File: src/rtl/coin_acc_pkg.sv
// Shared types and default thresholds for the coin acceptor.
// The JAM state exists only when COIN_ACC_JAM_DETECT_EN is defined.
package coin_acc_pkg;

  localparam int W_CNT_W = 8;

  localparam int DEF_DEB_CYCLES = 4;
  localparam int DEF_HALF_MIN   = 10;
  localparam int DEF_HALF_MAX   = 29;
  localparam int DEF_ONE_MIN    = 30;
  localparam int DEF_ONE_MAX    = 60;
  localparam int DEF_GAP_CYCLES = 16;
  localparam int DEF_JAM_CYCLES = 200;

  typedef enum logic [2:0] {
    S_IDLE     = 3'd0,
    S_MEASURE  = 3'd1,
    S_EMIT     = 3'd2,
`ifdef COIN_ACC_JAM_DETECT_EN
    S_COOLDOWN = 3'd3,
    S_JAM      = 3'd4
`else
    S_COOLDOWN = 3'd3
`endif
  } coin_state_e;

  function automatic logic [W_CNT_W-1:0] sat_inc(input logic [W_CNT_W-1:0] v);
    return (v == '1) ? v : v + 1'b1;
  endfunction

endpackage

File: src/rtl/coin_debounce.sv
// Two-flop synchronizer plus debounce filter for the coin sensor.
// rise/fall strobe in the cycle before the filtered level changes.
module coin_debounce #(
  parameter int DEB_CYCLES = 4
) (
  input  logic sys_clk,
  input  logic sys_rst_n,
  input  logic raw,
  output logic filtered,
  output logic rise,
  output logic fall
);

  localparam int CNT_W = (DEB_CYCLES > 1) ? $clog2(DEB_CYCLES) : 1;

  logic             sync_1;
  logic             sync_2;
  logic [CNT_W-1:0] stable_cnt;
  logic             differ;
  logic             commit;

  assign differ = (sync_2 != filtered);
  assign commit = differ && (stable_cnt == CNT_W'(DEB_CYCLES - 1));
  assign rise   = commit && sync_2;
  assign fall   = commit && !sync_2;

  always_ff @(posedge sys_clk or negedge sys_rst_n) begin
    if (!sys_rst_n) begin
      sync_1     <= 1'b0;
      sync_2     <= 1'b0;
      filtered   <= 1'b0;
      stable_cnt <= '0;
    end else begin
      sync_1 <= raw;
      sync_2 <= sync_1;
      // Any agreement with the current level restarts the stability window.
      if (!differ) begin
        stable_cnt <= '0;
      end else if (commit) begin
        stable_cnt <= '0;
        filtered   <= sync_2;
      end else begin
        stable_cnt <= stable_cnt + 1'b1;
      end
    end
  end

endmodule

File: src/rtl/coin_acceptor.sv
// Coin acceptor: measures the debounced sensor high width and pulses half/one/reject.
// Optional jam detection is compiled in with COIN_ACC_JAM_DETECT_EN.
module coin_acceptor
  import coin_acc_pkg::*;
#(
  parameter int DEB_CYCLES = DEF_DEB_CYCLES,
  parameter int HALF_MIN   = DEF_HALF_MIN,
  parameter int HALF_MAX   = DEF_HALF_MAX,
  parameter int ONE_MIN    = DEF_ONE_MIN,
  parameter int ONE_MAX    = DEF_ONE_MAX,
  parameter int GAP_CYCLES = DEF_GAP_CYCLES,
  parameter int JAM_CYCLES = DEF_JAM_CYCLES
) (
  input  logic sys_clk,
  input  logic sys_rst_n,
  input  logic pi_coin_sense,
  output logic po_money_one,
  output logic po_money_half,
  output logic po_reject,
  output logic po_jam
);

  localparam int GAP_W = (GAP_CYCLES > 1) ? $clog2(GAP_CYCLES) : 1;

  logic               filtered;
  logic               rise;
  logic               fall;
  coin_state_e        state;
  coin_state_e        state_n;
  logic [W_CNT_W-1:0] width;
  logic [W_CNT_W-1:0] width_n;
  logic [GAP_W-1:0]   gap;
  logic [GAP_W-1:0]   gap_n;
  logic               w_half;
  logic               w_one;
  logic               emit;

  coin_debounce #(.DEB_CYCLES(DEB_CYCLES)) u_debounce (
    .sys_clk   (sys_clk),
    .sys_rst_n (sys_rst_n),
    .raw       (pi_coin_sense),
    .filtered  (filtered),
    .rise      (rise),
    .fall      (fall)
  );

  assign w_half = (int'(width) >= HALF_MIN) && (int'(width) <= HALF_MAX);
  assign w_one  = (int'(width) >= ONE_MIN) && (int'(width) <= ONE_MAX);
  assign emit   = (state == S_EMIT);

  always_ff @(posedge sys_clk or negedge sys_rst_n) begin
    if (!sys_rst_n) begin
      state <= S_IDLE;
      width <= '0;
      gap   <= '0;
    end else begin
      state <= state_n;
      width <= width_n;
      gap   <= gap_n;
    end
  end

  always_comb begin
    state_n = state;
    width_n = width;
    gap_n   = gap;
    case (state)
      S_IDLE: begin
        if (rise) begin
          state_n = S_MEASURE;
          width_n = '0;
        end
      end
      S_MEASURE: begin
        // The fall strobe arrives in the last high cycle, so that cycle is counted too.
        if (filtered) width_n = sat_inc(width);
        if (fall) begin
          state_n = S_EMIT;
`ifdef COIN_ACC_JAM_DETECT_EN
        end else if (width_n == W_CNT_W'(JAM_CYCLES)) begin
          state_n = S_JAM;
`endif
        end
      end
      S_EMIT: begin
        state_n = S_COOLDOWN;
        gap_n   = '0;
      end
      S_COOLDOWN: begin
        if (gap == GAP_W'(GAP_CYCLES - 1)) state_n = S_IDLE;
        else gap_n = gap + 1'b1;
      end
`ifdef COIN_ACC_JAM_DETECT_EN
      S_JAM: begin
        if (fall) begin
          state_n = S_COOLDOWN;
          gap_n   = '0;
        end
      end
`endif
      default: state_n = S_IDLE;
    endcase
  end

  always_ff @(posedge sys_clk or negedge sys_rst_n) begin
    if (!sys_rst_n) begin
      po_money_one  <= 1'b0;
      po_money_half <= 1'b0;
      po_reject     <= 1'b0;
    end else begin
      po_money_half <= emit && w_half;
      po_money_one  <= emit && !w_half && w_one;
      po_reject     <= emit && !w_half && !w_one;
    end
  end

`ifdef COIN_ACC_JAM_DETECT_EN
  assign po_jam = (state == S_JAM);
`else
  logic unused_jam_cycles;
  assign unused_jam_cycles = (JAM_CYCLES < 0);
  assign po_jam = 1'b0;
`endif

endmodule

File: config.mk
export PLATFORM = sky130hd
export DESIGN_NAME = coin_acceptor
export DESIGN_NICKNAME = d
export VERILOG_FILES = /design/src/rtl/coin_acc_pkg.sv /design/src/rtl/coin_debounce.sv /design/src/rtl/coin_acceptor.sv
export SDC_FILE = /design/constraint.sdc
export NUM_CORES = 1
export LEC_CHECK = 0
export CAP_MARGIN = 0
export CORE_MARGIN = 4
export CORE_UTILIZATION = 50
export CTS_CLUSTER_DIAMETER = 150
export DETAILED_ROUTE_END_ITERATION = 7
export MAX_ROUTING_LAYER = met4
export PLACE_DENSITY = 0.67
export SYNTH_ARGS = -nofsm -noshare
export SYNTH_HDL_FRONTEND = slang
export SYNTH_HIERARCHICAL = 1
export SYNTH_SLANG_ARGS = --single-unit
File: constraint.sdc
create_clock -name sys_clk -period 1.9 [get_ports sys_clk]
set_input_delay 0.19 -clock sys_clk [delete_from_list [all_inputs] [get_ports sys_clk]]
set_output_delay 0.19 -clock sys_clk [all_outputs]
set_load 0.1 [all_outputs]
==> results.json <==
{
  "post-cts-setup-buffer-count": 0,
  "routabilityCongestion": 0.797,
  "use_met2": 0.250,
  "final.fill_count": 201,
  "antennaDiodeCount": 0,
  "routed_wirelength_mm": 2.35,
  "fin_skew_ns": 0.00603,
  "syn-cell-area_um2": 1260,
  "coreArea_um2": 2300,
  "clockBufferDepth": 2,
  "grt_usage": 0.154,
  "maxCapViolCount": 0,
  "hold_class": "input pin to asynchronous set/reset pin",
  "ctsHtreeMaxLevel": 1,
  "yosysSeqAreaShare": 0.436,
  "cp_max_fo": 5,
  "period_share": 0.930,
  "area_growth_pct": 8.23,
  "num_io_pins": 7,
  "synth_top_area_share": 0.436,
  "startpoint_type": "flop",
  "grt_setup_unrepaired": "false",
  "grt_pass1_vias": 885,
  "rows": 17,
  "hold_ws_ns": 0.204,
  "clock_latency_ns": 0.31,
  "synth_area_leader_cell": "dfrtp_1",
  "crit_path_end_kind": "flop",
  "cts_made_buffers": 3,
  "worstPathArrival_ns": 2.03,
  "cts_resized": 0,
  "grt_start_max_net_pins": 23,
  "use_met3": 0.0445,
  "synth_edf_count": 0,
  "crit_type": "flop to flop",
  "hold_viol_final": 0,
  "dieArea_um2": 3390,
  "drt-pass1-iter-count": 4,
  "synth_area_leaders": "dfrtp_1 44%, ha_1 11%, nand2_1 5.4%",
  "setup_tns_ns": 0,
  "p_leak_uw": 0.000615,
  "setup_violations": 0,
  "async_reset_ff_frac": 1.00,
  "period_needed_ns": 1.77,
  "final_cell_mix": "22 x dfrtp_1, 18 x nand2_1, 13 x nand3_1",
  "num-nets-final": 153,
  "viasPerCell": 5.66,
  "cts_root_buf": "clkbuf_4",
  "start_util": 0.550,
  "grt_pass1_wl_mm": 3.91,
  "layout-drive-gt1-share": 0.116,
  "finalPower_uw": 1810,
  "dieHeight_um": 58.3,
  "grt_util_met1": 0.194,
  "max_freq_mhz": 566,
  "syn_avg_cell_area_um2": 9.56,
  "top_usage_layer": "met2",
  "finalMaxSlewViolations": 0,
  "holdBufCountCts": 0,
  "routedWlPerCell_um": 14.2,
  "required_ns": 2.16,
  "antenna_found_initial": 0,
  "clkTransAtPathRegs_ns": 0.13,
  "drt_drc_violations_left": 0,
  "status": "finished clean",
  "synth-main-ff-cell": "dfrtp_1",
  "final_common_cell": "dfrtp_1",
  "cts_sinks": 22,
  "final-seq-area_um2": 551,
  "syn_nets": 146,
  "cts_tree": "done",
  "synth_cell_type_count": 38,
  "dp_hpwl_mm": 1.76,
  "drtIter0Drc": 40,
  "ant_nets": 0,
  "power_density_nw_per_um2": 1330,
  "die_w_um": 58.3,
  "max-vdd-ir-drop_v": 0.000861,
  "synth_cells": 132,
  "utilization": 0.595,
  "multi_input_area_um2": 642,
  "vias": 940,
  "gr-total-overflow": 0,
  "yosys_warnings": 6,
  "ys_seq_elements": 22,
  "io_buffers": 5
}
-- cells in the mapped netlist, drive strengths merged (2+ instances only) --
master,n
nand2,18
o21ai,7
or4b,2
o41ai,3
nand3,13
inv,9
buf,6
dfrtp,22
a31oi,2
a21oi,4
o221ai,2
nand4,3
nor3,2
ha,11
or3,2
nand3b,2
mux2i,2
nor2,7
-- final timing paths --
kind / cells after the start / startpoint / slack [ns] / endpoint
max reg2reg: 6 / state[1] / 0.13 / width[3]
max in group asynchronous: 2 / sys_rst_n / 1.47 / u_debounce/stable_cnt[1]
min reg2reg: 0 / u_debounce/sync_1 / 0.37 / u_debounce/sync_2
min in group sys_clk: 1 / pi_coin_sense / 0.32 / u_debounce/sync_1
max: 6 / state[1] / 0.13 / width[3]
min: 2 / sys_rst_n / 0.20 / width[4]
-- cells by family (layout without fill, tap and decap cells) --
logic type / after synthesis / after routing / share of synthesized area
adders and majority gates: 11 / 11 / 0.109
other: 1 / 1 / 0.00297
muxes: 3 / 3 / 0.0277
and+or+nand+nor: 55 / 55 / 0.230
xor gates and xnor gates: 1 / 1 / 0.00694
AOI/OAI and AO/OA: 23 / 23 / 0.132
buffers and inverters: 16 / 22 / 0.0555
DFF: 22 / 22 / 0.436
-- registers in the layout, summed over array words and instances, names as in the netlist --
signal,cells
u_debounce/filtered,1
po_money_one,1
po_reject,1
u_debounce/stable_cnt,2
u_debounce/sync_2,1
gap,4
u_debounce/sync_1,1
width,8
po_money_half,1
state,2
-- worst max-delay path, stage by stage, from the launching register on --
cell and delay (ns):
dfrtp_1 0.43, inv_1 0.11, ha_1 0.25, mux2_4 0.22, o211ai_4 0.09, or4b_1 0.51
nand3_1 0.10
-- layout make-up --
type                       instances  share of cell area
tap                               28              0.0256
timing repair buffer               8              0.0476
sequential                        22               0.403
clock buffer                       4              0.0266
inverter                          10              0.0275
multi-input combinational         94               0.470
-- per-layer routing --
| metal | routed length (µm) | vias to the layer above |
|---|---|---|
| li1 | - | 476 |
| met1 | 1070 | 449 |
| met2 | 1190 | 11 |
| met3 | 81 | 4 |
| met4 | 14 | 0 |
| met5 | 0 | - |
-- power by group --
part	switching (µW)	total, µW	internal [µW]
Sequential	123	703	580
Combinational	507	844	337
Clock	146	264	117
Total	777	1810	1030
-- metrics by stage --
step / worst slack [ns] / std cells / area (µm²)
floorplan: 0.286 / 132 / 1260
global placement: 0.211 / 162 / 1330
detailed placement: 0.144 / 162 / 1330
CTS: 0.109 / 166 / 1370
global route: 0.00205 / 166 / 1370
finish: 0.132 / 166 / 1370
(Power assumes the default switching activity.)
